--- src/rtl/mem_port_arbiter.sv ---
`timescale 1ns/1ps
// Round-robin arbiter sharing one single-port memory between the fetch
// and data requesters, with a fixed-latency access and registered read data.
module mem_port_arbiter #(
    parameter int LAT = 2
) (
    input  logic        clk,
    input  logic        rst,
    input  logic        if_req,
    input  logic [31:0] if_addr,
    output logic [31:0] if_rdata,
    output logic        if_ack,
    input  logic        dm_req,
    input  logic        dm_we,
    input  logic        dm_byte,
    input  logic [31:0] dm_addr,
    input  logic [31:0] dm_wdata,
    output logic [31:0] dm_rdata,
    output logic        dm_ack,
    output logic        mem_en,
    output logic        mem_we,
    output logic        mem_byte,
    output logic [31:0] mem_addr,
    output logic [31:0] mem_wdata,
    input  logic [31:0] mem_rdata,
    output logic        busy
);

    localparam logic [1:0] IDLE   = 2'd0;
    localparam logic [1:0] ACCESS = 2'd1;
    localparam logic [1:0] RESP   = 2'd2;
    localparam logic [3:0] LATC   = 4'(LAT);

    logic [1:0]  state;
    logic [3:0]  cnt;
    logic        last;
    logic        own;
    logic        we_r;
    logic        byte_r;
    logic [31:0] addr_r;
    logic [31:0] wdata_r;
    logic        grant;
    logic        pick;

    // pick: 1 selects the data port; a tie goes to whoever was not served last
    always_comb begin
        grant = if_req | dm_req;
        pick  = (if_req & dm_req) ? ~last : dm_req;
    end

    always_ff @(posedge clk or negedge rst) begin
        if (!rst) begin
            state    <= IDLE;
            cnt      <= 4'd0;
            last     <= 1'b1;
            own      <= 1'b0;
            we_r     <= 1'b0;
            byte_r   <= 1'b0;
            addr_r   <= 32'd0;
            wdata_r  <= 32'd0;
            if_rdata <= 32'd0;
            dm_rdata <= 32'd0;
        end else begin
            unique case (state)
                IDLE: begin
                    if (grant) begin
                        own     <= pick;
                        addr_r  <= pick ? dm_addr : if_addr;
                        wdata_r <= pick ? dm_wdata : wdata_r;
                        we_r    <= pick & dm_we;
                        byte_r  <= pick & dm_byte;
                        cnt     <= LATC;
                        state   <= ACCESS;
                    end
                end
                ACCESS: begin
                    if (cnt == 4'd0) begin
                        if (!we_r) begin
                            if (own) dm_rdata <= mem_rdata;
                            else     if_rdata <= mem_rdata;
                        end
                        state <= RESP;
                    end else begin
                        cnt <= cnt - 4'd1;
                    end
                end
                RESP: begin
                    last  <= own;
                    state <= IDLE;
                end
                default: state <= IDLE;
            endcase
        end
    end

    // write strobe only on the first access cycle so a store writes once
    always_comb begin
        mem_en    = (state == ACCESS);
        mem_we    = mem_en & we_r & (cnt == LATC);
        mem_byte  = mem_en & byte_r;
        mem_addr  = addr_r;
        mem_wdata = wdata_r;
        if_ack    = (state == RESP) & ~own;
        dm_ack    = (state == RESP) & own;
        busy      = (state != IDLE);
    end

endmodule

--- config.mk ---
export PLATFORM = sky130hd
export DESIGN_NAME = mem_port_arbiter
export DESIGN_NICKNAME = d
export VERILOG_FILES = /design/src/rtl/mem_port_arbiter.sv
export SDC_FILE = /design/constraint.sdc
export NUM_CORES = 1
export LEC_CHECK = 0
export CORE_UTILIZATION = 44
export DETAILED_ROUTE_END_ITERATION = 12
export PLACE_DENSITY = 0.85
export SYNTH_ARGS = -nofsm -noshare
export SYNTH_HDL_FRONTEND = slang
export SYNTH_SLANG_ARGS = --single-unit
--- constraint.sdc ---
create_clock -name clk -period 5.9 [get_ports clk]
set_input_delay 1.475 -clock clk [delete_from_list [all_inputs] [get_ports clk]]
set_output_delay 1.475 -clock clk [all_outputs]
set_load 0.02 [all_outputs]
Word level (Yosys, flattened, before mapping)
Cells that the tools add are included.
Widths: inputs -> output; s select.
{"block": "classes", "n_reduce_logical": 10, "mux": 8, "eq_ne": 6, "n_addsub": 1, "bitwise_logic": 12}
{"operator": "$mux 32", "count": 1}
{"operator": "$and 1x1->1", "count": 8}
{"operator": "$mux 4", "count": 2}
{"operator": "$pmux 4 s2", "count": 1}
{"operator": "$reduce_and 4->1", "count": 2}
{"operator": "$reduce_and 3->1", "count": 2}
{"operator": "$eq 4x2->1 const B", "count": 1}
{"operator": "$logic_not 4->1", "count": 1}
{"operator": "$mux 2", "count": 2}
{"operator": "$ne 2x2->1 const B", "count": 2}
{"operator": "$pmux 2 s2", "count": 1}
{"operator": "$reduce_and 2->1", "count": 2}
{"operator": "$reduce_bool 2->1", "count": 2}
{"operator": "$sub 4x1->4 const B", "count": 1}
{"operator": "$not 1->1", "count": 3}
{"operator": "$eq 2x1->1 const B", "count": 1}
{"operator": "$eq 2x2->1 const B", "count": 1}
{"operator": "$logic_not 2->1", "count": 1}
{"operator": "$ne 2x1->1 const B", "count": 1}
{"operator": "$mux 1", "count": 1}
{"operator": "$or 1x1->1", "count": 1}
{"block": "totals", "in_bits": 134, "register_bits": 138, "output_inout_bits": 134, "elab_cells": 47}

Longest topological paths before layout
Gate-level depths: netlist (run 1).
{"block": "depth", "word_depth": 3, "depth_mapped": 7, "ltp_nobuf": 5}

Worst setup path after synthesis (run 1)
No wires, ideal clock.
{"block": "synth_path", "path_type": "input -> register", "start": "in dm_req", "end": "reg wdata_r[10] (netlist: mem_wdata[10])", "slack_ps": 3179, "stages": 4, "t_arrival_ps": 2596, "n_path_buf": 1, "setup_ps": 125, "required_ps": 5775, "cell_sequence": "a21boi_1 -> nand2_1 -> clkbuf_1 -> mux2_2"}
{"block": "synth_via", "elab_chain_cells": 3, "elab_cells_between_ends": 4, "cone_classes": "1 x mux; 2 x bitwise; 1 x reduce/logical"}
{"item": "start, declared", "line_no": "13", "text": "input logic dm_req,"}
{"item": "$and 1x1->1", "line_no": "48", "text": "pick = (if_req & dm_req) ? ~last : dm_req;"}
{"item": "$mux 1", "line_no": "48"}
{"item": "$reduce_and 3->1 (no source line) *"}
{"item": "end signal, assigned", "line_no": "69", "text": "wdata_r <= pick ? dm_wdata : wdata_r;"}
{"item": "end, declared", "line_no": "41", "text": "logic [31:0] wdata_r;"}
Mark *: on every way between the ends. The rest lies on a longest branch, timed or not.
A chain may end at the register's enable or synchronous reset.

Worst setup path in the final report (run 1)
{"block": "layout_path", "start": "reg state[0]", "end": "out busy"}
{"block": "layout_via", "elab_chain_cells": 1}
{"item": "start, declared", "line_no": "34", "text": "logic [1:0] state;"}
{"item": "start signal, assigned", "line_no": "53", "text": "state <= IDLE;"}
{"item": "start signal, assigned", "line_no": "73", "text": "state <= ACCESS;"}
{"item": "start signal, assigned", "line_no": "82", "text": "state <= RESP;"}
{"item": "$reduce_bool 2->1", "line_no": "105", "text": "busy = (state != IDLE);"}
{"item": "end, declared", "line_no": "26", "text": "output logic busy"}
Every way passes these cells.

==> flow_metrics.py, run 1 <==
metrics = {
    "timing": {
        "clock.fmax_mhz": 277,
        "fin_crit_ns": 3.61,
        "final-setup-viol-count": 0,
        "finalMaxSlewViolations": 0,
        "period_share": 0.611,
        "hold_ws_ns": 0.502,
        "final.setup.tns_ns": 0,
        "hold_viol": 0,
        "rsz0062_at_grt": "false",
        "finClkSkew_ns": 0.00725,
        "max_slew.worst_pin.slew_ns": 0.861,
        "relSlewSlack": 0.426,
        "worst_slack_ns": 2.29,
    },
    "drt": {
        "viasPerCell": 5.15,
        "initialDrtViolationCount": 265,
        "wl_per_cell_um": 18.5,
        "drcViolationCount": 0,
        "postRouteAntennaNets": 0,
        "via_count": 4562,
        "finalWirelength_mm": 16.4,
        "firstDrtPassIters": 4,
    },
    "critical_path": {
        "required_ns": 4.43,
        "cp_max_fo": 37,
        "crit_path_end": "busy",
        "r2r_slack_ns": 3.43,
        "crit_arrival_ns": 2.13,
        "rr_endpoint": "if_rdata[20]",
        "r2r_cells": 6,
        "startpoint_type": "register",
        "r2r_start": "cnt[0]",
        "worstSetupStartpoint": "state[0]",
        "worstSetupEndpointType": "primary output",
        "critPathKind": "register to primary output",
    },
    "hold_path": {
        "min_path_type": "register to register",
        "min_delay_path_depth": 1,
    },
    "layout": {
        "antennaDiodeCount": 0,
        "syn2layout_area_growth_pct": 62.6,
        "final_nets": 837,
        "nFillCells": 832,
        "multiInputGateArea_sq_mm": 0.00208,
        "regArea_sq_mm": 0.00345,
        "drive_gt1_frac": 0.199,
    },
    "cts": {
        "hold_buffers": 0,
        "clock-sinks": 138,
        "cts.repair.resized": 0,
        "cts_tree": "yes",
        "cts_made_buffers": 17,
        "clk_pin_slew_ns": 0.06,
        "cts_setup_buffers": 0,
        "clockRootBuffer": "clkbuf_16",
        "cts_max_level": 4,
        "insertion_delay_ns": 0.41,
        "cts.path.max_buffers": 2,
    },
    "yosys": {
        "yosysTopAreaCellShare": 0.604,
        "ys.flop_type": "dfrtp_1",
        "synth.area.top_cells": "dfrtp_1, mux2_2, mux2_4, nand2_1, a31oi_1",
        "avgSynthCellArea_sq_um": 13.0,
        "synth_seq_cells": 138,
        "synth_area_sq_mm": 0.00567,
        "ys_seq_area_frac": 0.609,
        "syn-num-nets": 571,
        "yosys.cell_types.count": 35,
        "yosysWarnings": 0,
        "synth_top_area_cell": "dfrtp_1",
        "yosysMostFrequentCell": "dfrtp_1",
        "synth_edf_count": 0,
        "syn_inst": 435,
        "postSynth.asyncResetShare": 1.00,
        "yosys-top-cells-count": "dfrtp_1, nand2_1, mux2_2",
    },
    "place": {
        "gp_congestion": 0.774,
        "dp_hpwl_mm": 11.6,
        "place_worst_setup_slack_ns": 2.32,
        "portBuffers": 267,
    },
    "grt": {
        "grt_usage": 0.248,
        "grt_start_max_net_pins": 99,
        "grt_pass1_vias": 4710,
        "grt-ovfl-total": 0,
        "grt_antenna_before_repair": 0,
        "grt_pass1_wl_mm": 24.8,
    },
    "floorplanning": {
        "dieArea_sq_mm": 0.0133,
        "num_io_pins": 268,
        "fp.dieW_um": 116,
        "fp.dieH_um": 116,
        "rows": 41,
        "core_area_sq_mm": 0.0126,
        "initial_core_util": 0.451,
    },
    "power_and_ir_drop": {
        "leakagePower_nw": 3.98,
        "irDropWorstVdd_v": 0.000387,
        "powerDensity_mw_per_mm2": 618,
    },
    "outcome": {
        "run_status": "finished clean",
    },
    "run": {
        "maxCapViolCount": 0,
    },
}
critical path, stage by stage (launching register included):
cell and delay (ns):
dfrtp_1 0.44, nor2_2 0.13, buf_4 0.37, inv_1 0.17, clkdlybuf4s50_1 0.62
per-stage QoR:
step | cell area (sq um) | utilization | power, mW | std cells
after global routing | 9220 | 0.734 | 5.98 | 886
after detailed placement | 8490 | 0.675 | 4.40 | 854
final | 9220 | 0.734 | 5.70 | 886
after floorplan | 5670 | - | 3.10 | 435
after CTS | 9220 | 0.733 | 5.74 | 886
after global placement | 8490 | 0.675 | 4.28 | 854
cell usage in the layout (no fill, tap or decap), types with 3 or more instances in the layout:
| cell | count |
|---|---|
| bufinv_16 | 8 |
| mux2_2 | 66 |
| dfrtp_1 | 137 |
| inv_1 | 6 |
| mux2_4 | 30 |
| buf_4 | 6 |
| clkdlybuf4s50_1 | 266 |
| a21oi_1 | 34 |
| clkbuf_8 | 3 |
| a31oi_1 | 32 |
| nand2b_1 | 3 |
| nor2_1 | 5 |
| clkbuf_16 | 17 |
| nand2_1 | 67 |
power by group:
part | switching, mW | internal (mW) | total [mW]
Combinational | 1.29 | 1.38 | 2.67
Clock | 0.386 | 0.913 | 1.30
Sequential | 0.294 | 1.44 | 1.73
registers in the layout (all words and copies together), names as in the netlist:
register   flops
byte_r         1
state          2
cnt            4
if_rdata      32
mem_addr      32
last           1
dm_rdata      32
own            1
mem_wdata     32
we_r           1
routing by layer:
metal  vias up  global-route usage  routed length [um]
met2       240               0.429                8320
met1      2227               0.269                5970
met4         0               0.117                 493
met5         -                   0                   0
met3        37              0.0941                1620
li1       2058                   -                   -
cell families (layout without fill, tap and decap cells):
kind of cell             after synthesis  count (layout)  synth area share
AND/OR/NAND/NOR                       89              89            0.0664
AO/OA/AOI/OAI                         77              77            0.0812
buffers and inverters                 32             311            0.0267
flip-flops                           138             138             0.609
multiplexers                          97              97             0.212
adder cells (fa/ha/maj)                2               2           0.00441
how the worst min path moves through the flow:
stage | startpoint | slack [ns] | end
floorplan | byte_r | 0.46 | byte_r
global placement | if_rdata[29] | 0.49 | if_rdata[29]
detailed placement | mem_wdata[19] | 0.49 | mem_wdata[19]
CTS | mem_wdata[19] | 0.51 | mem_wdata[19]
global route | if_rdata[19] | 0.52 | if_rdata[19]
finish | mem_wdata[16] | 0.50 | mem_wdata[16]
layout make-up:
type	count	share of cell area
Sequential cell	138	0.375
Clock inverter	11	0.0285
Tap cell	172	0.0233
Timing Repair Buffer	273	0.295
Multi-Input combinational cell	265	0.225
Inverter	6	0.00244
Clock buffer	21	0.0510
Note: power is estimated with default switching activity, not from simulation.
==> run 2: changes to the inputs <==
CORE_UTILIZATION = 37   (was 44)
PLACE_DENSITY = 0.76   (was 0.85)
clock period = 3.09 ns   (was 5.9 ns; I/O delays follow)
==> run 2 against run 1 <==
Sequential share of layout area rose by 0.47 points. Cell area fell by 1.2%. Via count fell by 2.0%. Critical path type unchanged. Largest power group unchanged.
==> flow_metrics.py, run 2 (synthesis results as in run 1) <==
metrics = {
    "outcome": {
        "run_status": "finished clean",
    },
    "drt": {
        "drcViolationCount": 0,
        "firstDrtPassIters": 6,
        "postRouteAntennaNets": 0,
        "viasPerCell": 4.95,
        "wl_per_cell_um": 17.5,
        "initialDrtViolationCount": 161,
        "finalWirelength_mm": 15.8,
        "via_count": 4469,
    },
    "critical_path": {
        "critPathKind": "register to primary output",
        "cpPeakStageDelay_ns": 0.65,
        "worstSetupEndpointType": "primary output",
        "r2r_start": "cnt[0]",
        "crit_family": "buffers and inverters",
        "startpoint_type": "register",
        "r2r_slack_ns": 0.71,
        "cp_max_fo": 5,
        "worst_path_max_delay_cell": "clkdlybuf4s50_1",
        "required_ns": 2.32,
        "worstSetupStartpoint": "cnt[2]",
        "cp_cell_sequence": "nor2_1 -> nand3_1 -> nor2_1 -> clkdlybuf4s50_1",
        "worst-path-buf-inv": 1,
        "crit_arrival_ns": 2.00,
        "crit_top_cell": "nor2_1",
    },
    "layout": {
        "antennaDiodeCount": 0,
        "syn2layout_area_growth_pct": 60.6,
        "mostFrequentLayoutCells": "clkdlybuf4s50_1, dfrtp_1, nand2_1, mux2_2, a21oi_1",
        "fin_area_sq_mm": 0.00911,
        "fin_util": 0.617,
        "final_nets": 841,
        "final_common_cell": "clkdlybuf4s50_1",
        "drive_gt1_frac": 0.202,
    },
    "timing": {
        "hold_ws_ns": 0.387,
        "max_slew.worst_pin.slew_ns": 0.699,
        "finalMaxSlewViolations": 0,
        "rsz0062_at_grt": "false",
        "fin_crit_ns": 2.77,
        "hold_viol": 0,
        "period_share": 0.896,
        "clock.fmax_mhz": 361,
        "final-setup-viol-count": 0,
        "final.setup.tns_ns": 0,
        "relSlewSlack": 0.534,
        "finClkSkew_ns": 0.00883,
    },
    "cts": {
        "hold_buffers": 0,
        "cts.repair.resized": 0,
        "cts_tree": "yes",
        "cts_setup_buffers": 0,
        "cts.path.max_buffers": 2,
        "clockRootBuffer": "clkbuf_16",
        "clk_pin_slew_ns": 0.06,
        "clock-sinks": 138,
        "insertion_delay_ns": 0.41,
        "cts_made_buffers": 17,
        "cts_max_level": 4,
    },
    "power_and_ir_drop": {
        "finalPower_mw": 10.2,
        "powerDensity_mw_per_mm2": 1120,
        "irDropWorstVdd_v": 0.000536,
        "leakagePower_nw": 3.92,
    },
    "place": {
        "gp_congestion": 0.738,
        "dpl_cell_area_sq_mm": 0.00854,
        "portBuffers": 267,
        "dp_hpwl_mm": 11.5,
    },
    "floorplanning": {
        "fp.dieW_um": 126,
        "initial_core_util": 0.384,
        "dieArea_sq_mm": 0.0158,
        "fp.dieH_um": 126,
        "num_io_pins": 268,
        "core_area_sq_mm": 0.0148,
        "rows": 44,
    },
    "grt": {
        "grt-ovfl-total": 0,
        "grt_antenna_before_repair": 0,
        "grt_pass1_wl_mm": 25.2,
        "grt_start_max_net_pins": 77,
        "grt_pass1_vias": 4754,
        "grt_usage": 0.207,
    },
    "run": {
        "maxCapViolCount": 0,
    },
    "hold_path": {
        "min_path_type": "input port to asynchronous set/reset pin",
    },
}
run 2: cell types whose count changed in the layout (fill, tap and decap cells not counted):
cell / before / now
clkbuf_1: 1 / 2
nor2_4: 1 / 0
inv_6: 0 / 1
buf_12: 0 / 1
nor2_2: 1 / 2
clkinvlp_4: 0 / 2
buf_4: 6 / 9
clkinv_2: 1 / 4
bufinv_16: 8 / 1
run 2: layer usage:
metal	part of all wire	track usage
met1	0.41	0.240
met5	0	0
met4	0.026	0.0914
met3	0.080	0.0667
met2	0.49	0.350
run 2: final timing paths:
check | end | depth (start not counted)
hold reg to reg | byte_r | 1
max in group asynchronous | if_rdata[24] | 2
hold / removal | if_rdata[5] | 1
setup / recovery | mem_we | 4
setup reg to reg | if_rdata[26] | 6
min in group clk | byte_r | 1
run 2: metrics by stage:
stage,setup WS [ns],std cells
after global routing,0.194,902
after global placement,0.742,870
after CTS,0.291,902
final,0.320,902
after detailed placement,0.693,870
after floorplan,1.07,435
run 2: worst register-to-register path: stages (launching register included):
cell and delay (ns):
dfrtp_1 0.39, inv_1 0.10, ha_1 0.25, nand3b_1 0.15, or4b_2 0.65, buf_4 0.33
mux2_4 0.39
run 2: layout make-up:
class,count,area (sq um)
well taps,184,230
flip-flops and latches,138,3450
clock buffers,22,474
fillers,1177,5650
repair buffers,277,2760
inverters,6,22.5
multi-input cells,265,2070
clock inverters,10,91.3
run 2: power by group:
| part | switching, mW | internal (mW) |
|---|---|---|
| Clock | 0.735 | 1.17 |
| Sequential | 0.551 | 2.74 |
| Combinational | 2.40 | 2.65 |
| Total | 3.68 | 6.56 |
==> run 3: changes to the inputs <==
CAP_MARGIN = 0   (was default)
HOLD_SLACK_MARGIN = 0.08   (was default)
==> results of run 3 <==
No change in the layout: final DEF, timing and power equal those of run 2.
